## config.mk

```make
export PLATFORM = sky130hd
export DESIGN_NAME = uart_rx
export DESIGN_NICKNAME = d
export VERILOG_FILES = /design/src/rtl/uart_rx.sv
export SDC_FILE = /design/constraint.sdc
export NUM_CORES = 1
export LEC_CHECK = 0
export BUFFER_PORTS_ARGS = -buffer_cell sky130_fd_sc_hd__buf_4
export CAP_MARGIN = 5
export CORE_MARGIN = 2
export CORE_UTILIZATION = 55
export DETAILED_ROUTE_END_ITERATION = 10
export GPL_TIMING_DRIVEN = 0
export MAX_ROUTING_LAYER = met4
export PLACE_DENSITY = 0.77
export SLEW_MARGIN = 15
export SYNTH_ARGS = -nofsm -noshare
export SYNTH_HDL_FRONTEND = slang
export SYNTH_SLANG_ARGS = --single-unit
```

## constraint.sdc

```tcl
create_clock -name clk -period 2.2 [get_ports clk]
set_clock_uncertainty 0.1 [all_clocks]
set_input_delay 0.66 -clock clk [delete_from_list [all_inputs] [get_ports clk]]
set_output_delay 0.66 -clock clk [all_outputs]
set_load 0.02 [all_outputs]
```

## src/rtl/uart_rx.sv

```systemverilog
// UART receiver: 2-flop synchronizer, 16x oversampling FSM, optional even parity.
// Define UART_RX_PARITY_EN to compile in the PARITY state and the parity_err check.
module uart_rx #(
  parameter int unsigned DATA_BITS = 8,
  parameter int unsigned SB_TICKS  = 16
) (
  input  logic                 clk,
  input  logic                 reset,
  input  logic                 sample_tick,
  input  logic                 rx,
  output logic [DATA_BITS-1:0] rx_data,
  output logic                 rx_done_tick,
  output logic                 frame_err,
  output logic                 parity_err
);

  localparam int unsigned SW = (SB_TICKS > 16) ? $clog2(SB_TICKS) : 4;

  typedef enum logic [2:0] {
    StIdle,
    StStart,
    StData,
`ifdef UART_RX_PARITY_EN
    StParity,
`endif
    StStop
  } state_e;

  state_e                 state_q, state_d;
  logic                   rx_meta_q, rx_s_q;
  logic [SW-1:0]          s_q, s_d;
  logic [2:0]             n_q, n_d;
  logic [DATA_BITS-1:0]   shift_q, shift_d;
  logic [DATA_BITS-1:0]   rx_data_q, rx_data_d;
  logic                   done_q, done_d;
  logic                   frame_err_q, frame_err_d;
  // Set when a frame ends with the line low; blocks a new start until the line goes high.
  logic                   wait_high_q, wait_high_d;
`ifdef UART_RX_PARITY_EN
  logic                   par_bit_q, par_bit_d;
  logic                   parity_err_q, parity_err_d;
`endif

  always_comb begin
    state_d     = state_q;
    s_d         = s_q;
    n_d         = n_q;
    shift_d     = shift_q;
    rx_data_d   = rx_data_q;
    done_d      = 1'b0;
    frame_err_d = frame_err_q;
    wait_high_d = wait_high_q;
`ifdef UART_RX_PARITY_EN
    par_bit_d    = par_bit_q;
    parity_err_d = parity_err_q;
`endif
    case (state_q)
      StIdle: begin
        if (wait_high_q) begin
          if (rx_s_q) wait_high_d = 1'b0;
        end else if (!rx_s_q) begin
          state_d = StStart;
          s_d     = '0;
        end
      end
      StStart: begin
        if (sample_tick) begin
          if (s_q == SW'(7)) begin
            if (!rx_s_q) begin
              state_d = StData;
              s_d     = '0;
              n_d     = '0;
            end else begin
              state_d = StIdle;
            end
          end else begin
            s_d = s_q + SW'(1);
          end
        end
      end
      StData: begin
        if (sample_tick) begin
          if (s_q == SW'(15)) begin
            shift_d = {rx_s_q, shift_q[DATA_BITS-1:1]};
            s_d     = '0;
            if (n_q == 3'(DATA_BITS - 1)) begin
`ifdef UART_RX_PARITY_EN
              state_d = StParity;
`else
              state_d = StStop;
`endif
            end else begin
              n_d = n_q + 3'd1;
            end
          end else begin
            s_d = s_q + SW'(1);
          end
        end
      end
`ifdef UART_RX_PARITY_EN
      StParity: begin
        if (sample_tick) begin
          if (s_q == SW'(15)) begin
            par_bit_d = rx_s_q;
            s_d       = '0;
            state_d   = StStop;
          end else begin
            s_d = s_q + SW'(1);
          end
        end
      end
`endif
      StStop: begin
        if (sample_tick) begin
          if (s_q == SW'(SB_TICKS - 1)) begin
            rx_data_d   = shift_q;
            frame_err_d = ~rx_s_q;
            done_d      = 1'b1;
            wait_high_d = ~rx_s_q;
            state_d     = StIdle;
`ifdef UART_RX_PARITY_EN
            parity_err_d = (^shift_q) ^ par_bit_q;
`endif
          end else begin
            s_d = s_q + SW'(1);
          end
        end
      end
      default: state_d = StIdle;
    endcase
  end

  always_ff @(posedge clk) begin
    if (reset) begin
      state_q     <= StIdle;
      rx_meta_q   <= 1'b1;
      rx_s_q      <= 1'b1;
      s_q         <= '0;
      n_q         <= '0;
      shift_q     <= '0;
      rx_data_q   <= '0;
      done_q      <= 1'b0;
      frame_err_q <= 1'b0;
      wait_high_q <= 1'b0;
`ifdef UART_RX_PARITY_EN
      par_bit_q    <= 1'b0;
      parity_err_q <= 1'b0;
`endif
    end else begin
      state_q     <= state_d;
      rx_meta_q   <= rx;
      rx_s_q      <= rx_meta_q;
      s_q         <= s_d;
      n_q         <= n_d;
      shift_q     <= shift_d;
      rx_data_q   <= rx_data_d;
      done_q      <= done_d;
      frame_err_q <= frame_err_d;
      wait_high_q <= wait_high_d;
`ifdef UART_RX_PARITY_EN
      par_bit_q    <= par_bit_d;
      parity_err_q <= parity_err_d;
`endif
    end
  end

  assign rx_data      = rx_data_q;
  assign rx_done_tick = done_q;
  assign frame_err    = frame_err_q;
`ifdef UART_RX_PARITY_EN
  assign parity_err   = parity_err_q;
`else
  assign parity_err   = 1'b0;
`endif

endmodule
```

==> metrics.txt <==
# TYPE chip_impl_metric gauge
chip_impl_info{name="crit_family",value="simple AND/OR/NAND/NOR gates"} 1
chip_impl_metric{name="final_layout_size_suffix_gt1_frac",unit=""} 0.203
chip_impl_metric{name="worstPathArrival",unit="ns"} 1.98
chip_impl_metric{name="grt_remaining_overflow",unit=""} 0
chip_impl_metric{name="relative_max_transition_margin",unit=""} 0.607
chip_impl_info{name="critPathCaptureType",value="flip-flop"} 1
chip_impl_metric{name="number_of_port_buffers",unit=""} 12
chip_impl_metric{name="clock_sinks",unit=""} 30
chip_impl_metric{name="comb_power_share",unit=""} 0.039
chip_impl_metric{name="netlist.area_leader.share",unit=""} 0.445
chip_impl_metric{name="max_root_sink_buffers",unit=""} 2
chip_impl_metric{name="worst_hold_path.num_cells",unit=""} 1
chip_impl_metric{name="sum_of_negative_setup_slack",unit="ns"} 0
chip_impl_metric{name="ant_nets",unit=""} 0
chip_impl_metric{name="cell_internal_pwr",unit="mW"} 0.802
chip_impl_info{name="outcome",value="finished, final reports clean"} 1
chip_impl_metric{name="timing_worst_slew_pin_value",unit="ns"} 0.586
chip_impl_metric{name="synth_seq_area_share",unit=""} 0.445
chip_impl_metric{name="power_per_cell_area",unit="mW/mm^2"} 657
chip_impl_metric{name="synthMuxAreaShare",unit=""} 0.0593
chip_impl_metric{name="synthesis.area_per_instance",unit="um^2"} 8.88
chip_impl_metric{name="synthesis.yosys.warnings",unit=""} 0
chip_impl_metric{name="synth_async_sr_flop_share",unit=""} 0
chip_impl_metric{name="finalSetupViolCount",unit=""} 0
chip_impl_info{name="synthDominantAreaCellType",value="dfxtp_1"} 1
chip_impl_metric{name="die_x",unit="um"} 53.5
chip_impl_metric{name="final_cell_count_no_fill",unit=""} 200
chip_impl_metric{name="number_of_distinct_standard_cells_referenced_by_the_synthesized_netlist",unit=""} 38
chip_impl_metric{name="place_inst",unit=""} 192
chip_impl_metric{name="wl_per_cell",unit="um"} 13.0
chip_impl_metric{name="remaining_drc_errors",unit=""} 0
chip_impl_metric{name="antennaDiodeCount",unit=""} 0
chip_impl_metric{name="number_of_enable_type_register_cells_in_the_synthesized_netlist",unit=""} 0
chip_impl_metric{name="die_area",unit="mm^2"} 0.00287
chip_impl_metric{name="worst_ep_required_time",unit="ns"} 2.34
chip_impl_metric{name="drv_cap",unit=""} 0
chip_impl_metric{name="holdBufCountCts",unit=""} 0
chip_impl_info{name="hp-class",value="flip-flop to flip-flop"} 1
chip_impl_metric{name="cts.repair.resized",unit=""} 0
chip_impl_metric{name="route.detailed.vias_per_inst",unit=""} 5.62
chip_impl_metric{name="grt_pass1_wl",unit="mm"} 4.53
chip_impl_metric{name="grt_max_degree",unit=""} 11
chip_impl_metric{name="die_h",unit="um"} 53.5
chip_impl_info{name="crit_path_top_delay_cell",value="nor3_1"} 1
chip_impl_metric{name="drt-initial-drc-count",unit=""} 18
chip_impl_metric{name="post_cts.repair.setup_buffers",unit=""} 0
chip_impl_metric{name="finalWorstPathRequiredPeriod",unit="ns"} 1.84
chip_impl_metric{name="synth.ff_latch_count",unit=""} 30
chip_impl_metric{name="critPathMaxStageDelay",unit="ns"} 0.53
chip_impl_metric{name="achievable-frequency",unit="MHz"} 543
chip_impl_info{name="layout.cells.most_common",value="dfxtp_1"} 1
chip_impl_metric{name="ios",unit=""} 15
chip_impl_metric{name="timing.critical_path.buf_inv",unit=""} 1
chip_impl_metric{name="switching_power",unit="mW"} 0.216
chip_impl_metric{name="drv_slew",unit=""} 0
chip_impl_metric{name="worstRegToRegCells",unit=""} 6
chip_impl_info{name="netlist_top_cells_area",value="dfxtp_1 44%, mux2i_1 5.9%, nand2_1 5.3%"} 1
chip_impl_info{name="worst_setup_path_start_kind",value="flip-flop"} 1
chip_impl_metric{name="crit_cells",unit=""} 6
chip_impl_info{name="ff_to_ff_start",value="s_q[0]$_SDFFE_PP0P_"} 1
chip_impl_info{name="path_cells",value="ha_1 > buf_4 > nand4_4 > nor3_1 > o21ai_0 > o41ai_1"} 1
chip_impl_metric{name="synth_compound_area_frac",unit=""} 0.156
chip_impl_metric{name="layout_stage_area_growth_over_the_synthesis_result",unit="%"} 14.8
chip_impl_metric{name="hpwlAfterDp",unit="mm"} 1.80
chip_impl_metric{name="number_of_nets_at_the_end_of_the_flow",unit=""} 178
chip_impl_info{name="grt_setup_unrepaired",value="no"} 1
chip_impl_metric{name="critical_path_peak_fanout",unit=""} 10
chip_impl_metric{name="p_leak",unit="nW"} 0.564
chip_impl_metric{name="finalInstanceArea",unit="mm^2"} 0.00155
chip_impl_metric{name="number_of_buffers_created_by_cts",unit=""} 5
chip_impl_metric{name="synth.cell_area",unit="mm^2"} 0.00135
chip_impl_info{name="setup.worst_path.class",value="flip-flop to flip-flop"} 1
chip_impl_metric{name="postSynthCellCount",unit=""} 152
chip_impl_metric{name="initial_utilization",unit=""} 0.593
chip_impl_info{name="layout_common_cells",value="30 x dfxtp_1, 19 x nand2_1, 17 x nor2_1"} 1
chip_impl_info{name="combinational_family_with_the_most_area_after_synthesis",value="simple AND/OR/NAND/NOR gates"} 1
chip_impl_metric{name="postRouteWirelength",unit="mm"} 2.60
chip_impl_metric{name="firstDrtPassIters",unit=""} 4
chip_impl_metric{name="grt_antenna_before_repair",unit=""} 0
chip_impl_metric{name="placeableCoreArea",unit="mm^2"} 0.00228
chip_impl_metric{name="maximum_ir_drop_on_the_vdd_rail",unit="mV"} 0.481
chip_impl_metric{name="clock_network_fraction_of_design_power",unit=""} 0.421
chip_impl_info{name="synthFlopType",value="dfxtp_1"} 1
chip_impl_metric{name="cts.clk_slew.worst_paths",unit="ns"} 0.09
chip_impl_metric{name="synth_xor_area_frac",unit=""} 0
chip_impl_metric{name="grt_util_all_layers",unit=""} 0.237
chip_impl_metric{name="reg2reg_slack",unit="ns"} 0.36
chip_impl_info{name="tritoncts",value="done"} 1
chip_impl_metric{name="synthSimpleGateAreaFrac",unit=""} 0.252
chip_impl_metric{name="power.switching_fraction",unit=""} 0.213
chip_impl_info{name="cts-root-buf",value="clkbuf_4"} 1
chip_impl_metric{name="floorplan.rows",unit=""} 17
chip_impl_metric{name="share_seq_of_total_power",unit=""} 0.540
chip_impl_metric{name="yosys.area_share.adder",unit=""} 0.0278
chip_impl_metric{name="grt_pass1_vias",unit=""} 1031
chip_impl_metric{name="final.period_utilization",unit=""} 0.837
chip_impl_metric{name="finalWeightedCongestion",unit=""} 0.905
chip_impl_metric{name="via_count",unit=""} 1123
chip_impl_metric{name="syn-num-nets",unit=""} 159
chip_impl_metric{name="hold_viol",unit=""} 0
chip_impl_metric{name="clk_latency",unit="ns"} 0.34
chip_impl_metric{name="h-tree-depth",unit=""} 2
chip_impl_info{name="hp-start",value="rx_meta_q$_SDFF_PP1_"} 1
chip_impl_metric{name="dpl_cell_area",unit="mm^2"} 0.00148
chip_impl_metric{name="n_fill_cell",unit=""} 185
chip_impl_info{name="critPathLaunch",value="s_q[0]$_SDFFE_PP0P_"} 1
[worst register-to-register path, cell delays in order (launching register included)]
cell and delay, ns:
dfxtp_1 0.38, ha_1 0.16, buf_4 0.17, nand4_4 0.15, nor3_1 0.53, o21ai_0 0.17
o41ai_1 0.09
[final cells by class]
class	count	area (um^2)	area share
multi-input cells	107	672	0.433
flip-flops and latches	30	601	0.387
repair buffers	12	90.1	0.0581
plain buffers	11	62.6	0.0404
clock buffers	7	45.0	0.0291
well taps	28	35.0	0.0226
clock inverters	1	30.0	0.0194
inverters	4	15.0	0.00969
[cell families (layout without fill, tap and decap cells)]
family                     Yosys count  after routing
AOI/OAI and AO/OA                   33             33
buffers and inverters               15             35
other                                1              1
muxes                                8              8
and+or+nand+nor                     62             62
DFF                                 30             30
adders and majority gates            3              3
[per-stage QoR]
step	worst slack [ns]	utilization	total power [mW]	hold slack, ns
floorplan	0.573	-	0.590	0.289
global placement	0.365	0.648	0.601	0.294
detailed placement	0.278	0.648	0.603	0.315
CTS	0.342	0.681	1.03	0.333
global route	0.159	0.681	1.06	0.357
finish	0.360	0.681	1.02	0.328
[Yosys cell counts (all sizes together), types with 4 or more instances]
master / n
nor2: 18
buf: 8
o21ai: 6
nor3: 5
dfxtp: 30
mux2i: 8
inv: 4
nand2: 19
a21oi: 13
[flip-flops by register name, indices dropped and copies added, names as in the netlist]
signal	count
rx_done_tick	1
frame_err	1
n_q	3
s_q	4
rx_meta_q	1
wait_high_q	1
shift_q	8
rx_data	8
rx_s_q	1
state_q	2
[path summary, 6_finish.rpt]
kind	endpoint
setup / recovery	n_q[0]$_SDFFE_PP0P_
hold reg to reg	rx_s_q$_SDFF_PP1_
setup reg to reg	n_q[0]$_SDFFE_PP0P_
hold / removal	rx_s_q$_SDFF_PP1_
[power by group through the flow]
stage,registers (mW),clock network (mW),logic [mW]
detailed placement,0.563,0,0.0401
global route,0.550,0.464,0.0447
floorplan,0.561,0,0.0290
CTS,0.550,0.436,0.0402
global placement,0.562,0,0.0393
finish,0.550,0.428,0.0402
[routing by layer]
| metal | vias up | wire, um | track usage | part of all wire |
|---|---|---|---|---|
| met5 | - | 0 | - | 0 |
| met4 | 0 | 55 | 0.124 | 0.021 |
| met3 | 8 | 133 | 0.0917 | 0.051 |
| met2 | 25 | 1230 | 0.344 | 0.47 |
| met1 | 525 | 1190 | 0.284 | 0.46 |
| li1 | 565 | - | - | - |
Power figures use the tool's default switching activity.
